### src/rtl/pc_fetch_sequencer.sv
// PC owner and instruction sequencer: IDLE -> FETCH (imem req/ack) -> EXEC (wait exec_done) -> next PC.
// Optional macro PC_ALIGN_CHECK_EN: refuse misaligned next-PC targets and halt with misalign_err.
module pc_fetch_sequencer #(
    parameter logic [63:0] RESET_PC     = 64'h0,
    parameter int          IMEM_TIMEOUT = 15,
    parameter int          CNT_W        = 4
) (
    input  logic        CLK,
    input  logic        resetl,
    output logic        imem_req,
    output logic [63:0] imem_addr,
    input  logic        imem_ack,
    input  logic [31:0] imem_data,
    output logic        instr_valid,
    output logic [31:0] instr_out,
    input  logic        exec_done,
    input  logic        Branch,
    input  logic        ALUZero,
    input  logic        Uncondbranch,
    input  logic [63:0] SignExtImm64,
    input  logic        halt_req,
    output logic [63:0] CurrentPC,
    output logic [1:0]  state_o,
    output logic        timeout_err,
    output logic        misalign_err
);

    typedef enum logic [1:0] {
        S_IDLE  = 2'b00,
        S_FETCH = 2'b01,
        S_EXEC  = 2'b10,
        S_HALT  = 2'b11
    } state_t;

    localparam logic [CNT_W-1:0] LIMIT = CNT_W'(IMEM_TIMEOUT);

    state_t           state_q, state_d;
    logic [63:0]      pc_q, pc_d;
    logic [31:0]      instr_q, instr_d;
    logic             vld_q, vld_d;
    logic [CNT_W-1:0] cnt_q, cnt_d;
    logic [CNT_W-1:0] cnt_inc;
    logic             tmo_q, tmo_d;
    logic             mis_q, mis_d;
    logic             taken;
    logic [63:0]      next_pc;
    logic             misalign_hit;

    assign taken   = (Branch & ALUZero) | Uncondbranch;
    assign next_pc = pc_q + (taken ? SignExtImm64 : 64'd4);
    assign cnt_inc = cnt_q + 1'b1;

`ifdef PC_ALIGN_CHECK_EN
    assign misalign_hit = |next_pc[1:0];
`else
    assign misalign_hit = 1'b0;
`endif

    always_comb begin
        state_d = state_q;
        pc_d    = pc_q;
        instr_d = instr_q;
        vld_d   = 1'b0;
        cnt_d   = cnt_q;
        tmo_d   = tmo_q;
        mis_d   = mis_q;
        case (state_q)
            S_IDLE: begin
                cnt_d   = '0;
                state_d = halt_req ? S_HALT : S_FETCH;
            end
            S_FETCH: begin
                // An ack arriving on the limit cycle still completes the fetch.
                if (imem_ack) begin
                    instr_d = imem_data;
                    vld_d   = 1'b1;
                    state_d = S_EXEC;
                end else begin
                    cnt_d = cnt_inc;
                    if (cnt_inc == LIMIT) begin
                        tmo_d   = 1'b1;
                        state_d = S_HALT;
                    end
                end
            end
            S_EXEC: begin
                if (exec_done) begin
                    cnt_d = '0;
                    if (misalign_hit) begin
                        mis_d   = 1'b1;
                        state_d = S_HALT;
                    end else begin
                        pc_d    = next_pc;
                        state_d = halt_req ? S_HALT : S_FETCH;
                    end
                end
            end
            default: ;
        endcase
    end

    always_ff @(posedge CLK) begin
        if (!resetl) begin
            state_q <= S_IDLE;
            pc_q    <= RESET_PC;
            instr_q <= '0;
            vld_q   <= 1'b0;
            cnt_q   <= '0;
            tmo_q   <= 1'b0;
            mis_q   <= 1'b0;
        end else begin
            state_q <= state_d;
            pc_q    <= pc_d;
            instr_q <= instr_d;
            vld_q   <= vld_d;
            cnt_q   <= cnt_d;
            tmo_q   <= tmo_d;
            mis_q   <= mis_d;
        end
    end

    assign imem_req    = (state_q == S_FETCH);
    assign imem_addr   = pc_q;
    assign instr_valid = vld_q;
    assign instr_out   = instr_q;
    assign CurrentPC   = pc_q;
    assign state_o     = state_q;
    assign timeout_err = tmo_q;
    assign misalign_err = mis_q;

endmodule

### config.mk
export PLATFORM = sky130hd
export DESIGN_NAME = pc_fetch_sequencer
export DESIGN_NICKNAME = d
export VERILOG_FILES = /design/src/rtl/pc_fetch_sequencer.sv
export SDC_FILE = /design/constraint.sdc
export NUM_CORES = 1
export LEC_CHECK = 0
export BUFFER_PORTS_ARGS = -buffer_cell sky130_fd_sc_hd__buf_2
export CAP_MARGIN = 20
export CORE_MARGIN = 8
export CORE_UTILIZATION = 30
export DETAILED_ROUTE_END_ITERATION = 10
export GPL_ROUTABILITY_DRIVEN = 0
export HOLD_SLACK_MARGIN = 0.1
export PLACE_DENSITY_LB_ADDON = 0.12
export REMOVE_ABC_BUFFERS = 1
export SLEW_MARGIN = 30
export SYNTH_ARGS = -nofsm -noshare
export SYNTH_HDL_FRONTEND = slang
export SYNTH_SLANG_ARGS = --single-unit
### constraint.sdc
create_clock -name CLK -period 12.21 [get_ports CLK]
set_input_delay 1.8315 -clock CLK [delete_from_list [all_inputs] [get_ports CLK]]
set_output_delay 1.8315 -clock CLK [all_outputs]
set_load 0.02 [all_outputs]
**After elaboration in Yosys (flattened, before gate mapping)**

Index checks and enable logic that the tools add are counted.

- Reduce and logical (&&, ||, !) cells: 8
- Multiplexer cells: 10
- Add/subtract/negate cells: 2
- Equality and inequality tests: 6
- Bitwise operators: 3

Operator list:

| cell | number |
|---|---|
| adder 64 bit | 1 |
| 2-to-1 mux 64 bit | 1 |
| one-hot mux 4 bit (3 select lines) | 1 |
| AND reduction 3 bit | 3 |
| 2-to-1 mux 2 bit | 4 |
| 2-to-1 mux 4 bit | 2 |
| one-hot mux 2 bit (3 select lines) | 1 |
| AND reduction 2 bit | 3 |
| adder 4 x 1 -> 4 bit (second input constant) | 1 |
| == test 4 bit (second input constant) | 1 |
| inequality test 2 bit (second input constant) | 2 |
| inequality test 3 x 1 -> 1 bit (second input constant) | 1 |
| nonzero test 3 bit | 1 |
| == test 2 x 1 -> 1 bit (second input constant) | 1 |
| == test 2 bit (second input constant) | 1 |
| logical NOT 2 bit | 1 |
| AND 1 bit | 1 |
| 2-to-1 mux 1 bit | 1 |
| inverter 1 bit | 1 |
| bitwise OR 1 bit | 1 |

- Output and inout port bits: 166
- Bits in registers: 104
- Input bits: 104

**Longest topological paths before layout**

- Depth after elaboration: 5
- Depth in mapped cells: 16
- Depth with buffers taken out: 14

**Worst setup path after synthesis**

OpenSTA, ideal clock, no wires.

- Kind: in2reg
- From: input Branch
- To: register pc_q[38] (netlist: CurrentPC[38])
- Data arrival time: 5.195 ns
- Slack: 6.892 ns
- Cell stages on the path: 15
- Setup time: 0.123 ns
- Data required time: 12.087 ns
- Cell sequence: a21o_1 > clkbuf_1 > clkbuf_1 > and2_1 > ha_1 > fa_1 > a21o_1 > a211oi_1 > or4_4 > a31oi_4 > a221o_1 > a311o_1 > a311oi_1 > xor2_1 > o21ai_0

- Longest elaborated chain between the ends: 4

Ends and longest elaborated chain:

| what | line | RTL |
|---|---|---|
| from (decl) | 17 | `input logic Branch,` |
| AND 1 bit | 49 | `assign taken = (Branch & ALUZero) \| Uncondbranch;` |
| bitwise OR 1 bit | 49 |  |
| 2-to-1 mux 64 bit | 50 | `assign next_pc = pc_q + (taken ? SignExtImm64 : 64'd4);` |
| adder 64 bit | 50 |  |
| to (signal assigned) | 113 | `pc_q <= pc_d;` |
| to (decl) | 38 | `logic [63:0] pc_q, pc_d;` |

No other way between the ends.
A chain may end at the register's enable or synchronous reset.

**Final worst setup path**

Ends and elaborated chain as after synthesis.

==> metrics.txt <==
WP data arrival=5.76 ns; Max Freq=180 MHz; Pins Over Slew Limit=0; top routing layer in use=met5; worst hold path type=flip-flop to flip-flop; Setup crit start kind=primary input; # IOs=270; Core ar.=0.0276 sq mm; CTS Hold Bufs=0; Synth area leaders=dfxtp_1 25%, ha_1 9.9%, and2_1 8.4%; grt ovf=0; final critical-path share of the clock period=45.4%; ys async rst share=0%; Syn Inst Count=1,082; CTS clk-pin slew, worst paths=0.10 ns; P_leak=4.73 nW; clk_skew=0.0122 ns; clock root buffer master=clkbuf_16; first-pass GRT wire length=42,800 um; CTS tree=done; CTS Sinks=104; DRC viols=0; largest net degree at the start of global routing=99; sequential share of the synthesized area=25.0%; final setup TNS=0 ns; Total Wirelength=26,600 um; Req. time, crit path=12.43 ns; crit path time final=5.54 ns; hold-critical path depth=2; outcome=complete, no violations; R2R setup slack=8.54 ns; Peak supply drop=0.0710 mV; Max Cap Violations=0; Slew HR=45.4%; WHS=0.464 ns; Starting DRT DRC Count=358; worst r2r src=CurrentPC[0]$_SDFFE_PN0P_; Crit Reg-Reg Endpoint=CurrentPC[38]$_SDFFE_PN0P_; HPWL Detailed=20,300 um; layout cells sized above 1=25.0%; worst skew pair latency=0.37 ns; Starting Density=30.2%; Via density=4.81; Die X-Extent=183 um; total power=0.898 mW; total CTS buffers=9; number of global-route vias before repair=7,934; Rows=61; I/O Buffers=268; commonest non-fill, non-tap cell in the layout=buf_2; pwr/cell area=91.7 mW/mm^2; top cell type's share of synthesized area=25.0%; Netlist cell types=69; drt pass-1 iters=4; CP Max Fanout=65; syn_area_per_cell=7.69 sq um; CP Class=primary input to flip-flop; routed via count=7,833; crit path capture type=flip-flop; worst hold path endpoint=instr_out[19]$_SDFFE_PN0P_; WL met1=12,500 um; count of yosys warnings during synthesis=0; Routed wire per std cell=16.3 um; Resized Gates After CTS=0; total track usage=15.7%; Area Overhead vs Synth=17.7%; most frequent cells in the layout=268 x buf_2, 165 x nand2_1, 111 x and2_1; RSZ-0062 raised after global routing=no; Post-Syn Area=0.00832 sq mm; ys flop type=dfxtp_1; die height=183 um; DIE AREA=0.0333 sq mm; H-tree depth=3; Hold Startpoint=instr_out[19]$_SDFFE_PN0P_; Setup Buffers After CTS=0; flops & latches, synth=104; final setup vio count=0; Ant. Diodes=0; Nets=1,416; Post-synth EDFFs=0; initial antenna violation count=3; area leader, netlist=dfxtp_1; FF-to-FF path depth=11; Final Hold Fails=0; worst slew pin tran=0.817 ns; Met2 Routed Length=12,000 um; DRT antenna net count=0; met3 WL=1900 um; clk buf depth=2
==> final cells by class <==
| type | count | area (sq um) |
|---|---|---|
| Clock buffer | 9 | 225 |
| Clock inverter | 7 | 101 |
| Fill cell | 3013 | 17800 |
| Inverter | 16 | 60.1 |
| Multi-Input combinational cell | 841 | 5470 |
| Sequential cell | 104 | 2080 |
| Tap cell | 378 | 473 |
| Timing Repair Buffer | 273 | 1380 |
==> where the power goes <==
group          switching (mW)  internal (mW)  total [mW]
sequential             0.0125          0.352       0.364
combinational           0.128         0.0807       0.209
clock                   0.173          0.152       0.325
==> Yosys cell counts (all sizes together), types with 6 or more instances <==
library cell	n
nand2	167
and2	114
dfxtp	104
o21ai	87
buf	77
a21oi	73
ha	66
clkbuf	44
a21boi	38
a21o	35
xnor2	33
nand3	29
xor2	25
nor2	22
nand4	17
inv	16
a31oi	11
and3	11
nor2b	10
o21bai	10
o21a	9
a211oi	8
nor3	8
o211ai	6
o31ai	6
==> worst max path at each step <==
stage	startpoint	end
after CTS	Branch	CurrentPC[38]$_SDFFE_PN0P_
after global routing	Branch	CurrentPC[38]$_SDFFE_PN0P_
after global placement	Branch	CurrentPC[38]$_SDFFE_PN0P_
after detailed placement	Branch	CurrentPC[38]$_SDFFE_PN0P_
final	Branch	CurrentPC[38]$_SDFFE_PN0P_
after floorplan	Branch	CurrentPC[38]$_SDFFE_PN0P_
==> kinds of logic after synthesis <==
| group | after synthesis | synth area share (%) |
|---|---|---|
| buffers and inverters | 137 | 9.43 |
| other | 1 | 0.0451 |
| XOR/XNOR | 58 | 6.11 |
| multiplexers | 1 | 0.120 |
| adder cells (fa/ha/maj) | 67 | 10.2 |
| AND/OR/NAND/NOR | 396 | 24.2 |
| AO/OA/AOI/OAI | 318 | 24.9 |
| flip-flops | 104 | 25.0 |
==> flip-flops by register name (all words and copies together) (netlist names) <==
signal,cells
instr_valid,1
cnt_q,4
CurrentPC,64
instr_out,32
state_o,2
timeout_err,1
==> through the flow <==
| stage | area (sq um) | setup slack (ns) | instances | util (%) |
|---|---|---|---|---|
| CTS | 9780 | 6.66 | 1628 | 35.5 |
| floorplan | 7590 | 6.76 | 961 | - |
| detailed placement | 9460 | 6.27 | 1612 | 34.3 |
| global placement | 9450 | 6.32 | 1612 | 34.3 |
| global route | 9790 | 6.40 | 1628 | 35.5 |
| finish | 9790 | 6.67 | 1628 | 35.5 |
==> worst max-delay path, stage by stage <==
cell	delay (ns)
buf_2	0.10
a21o_2	0.19
buf_4	0.29
and2_1	0.24
ha_1	0.20
fa_1	0.41
a21o_1	0.23
a211oi_1	0.45
or4_4	0.25
a31oi_4	0.11
a221o_1	0.48
a311o_1	0.39
a311oi_1	0.32
xor2_1	0.16
o21ai_0	0.08
==> per-layer routing <==
layer,GRT usage [%],vias up
met3,4.47,15
met1,20.0,3552
li1,-,4047
met2,25.9,213
met4,3.15,6
met5,0,-
No activity file was read; power rests on OpenSTA's default activity.
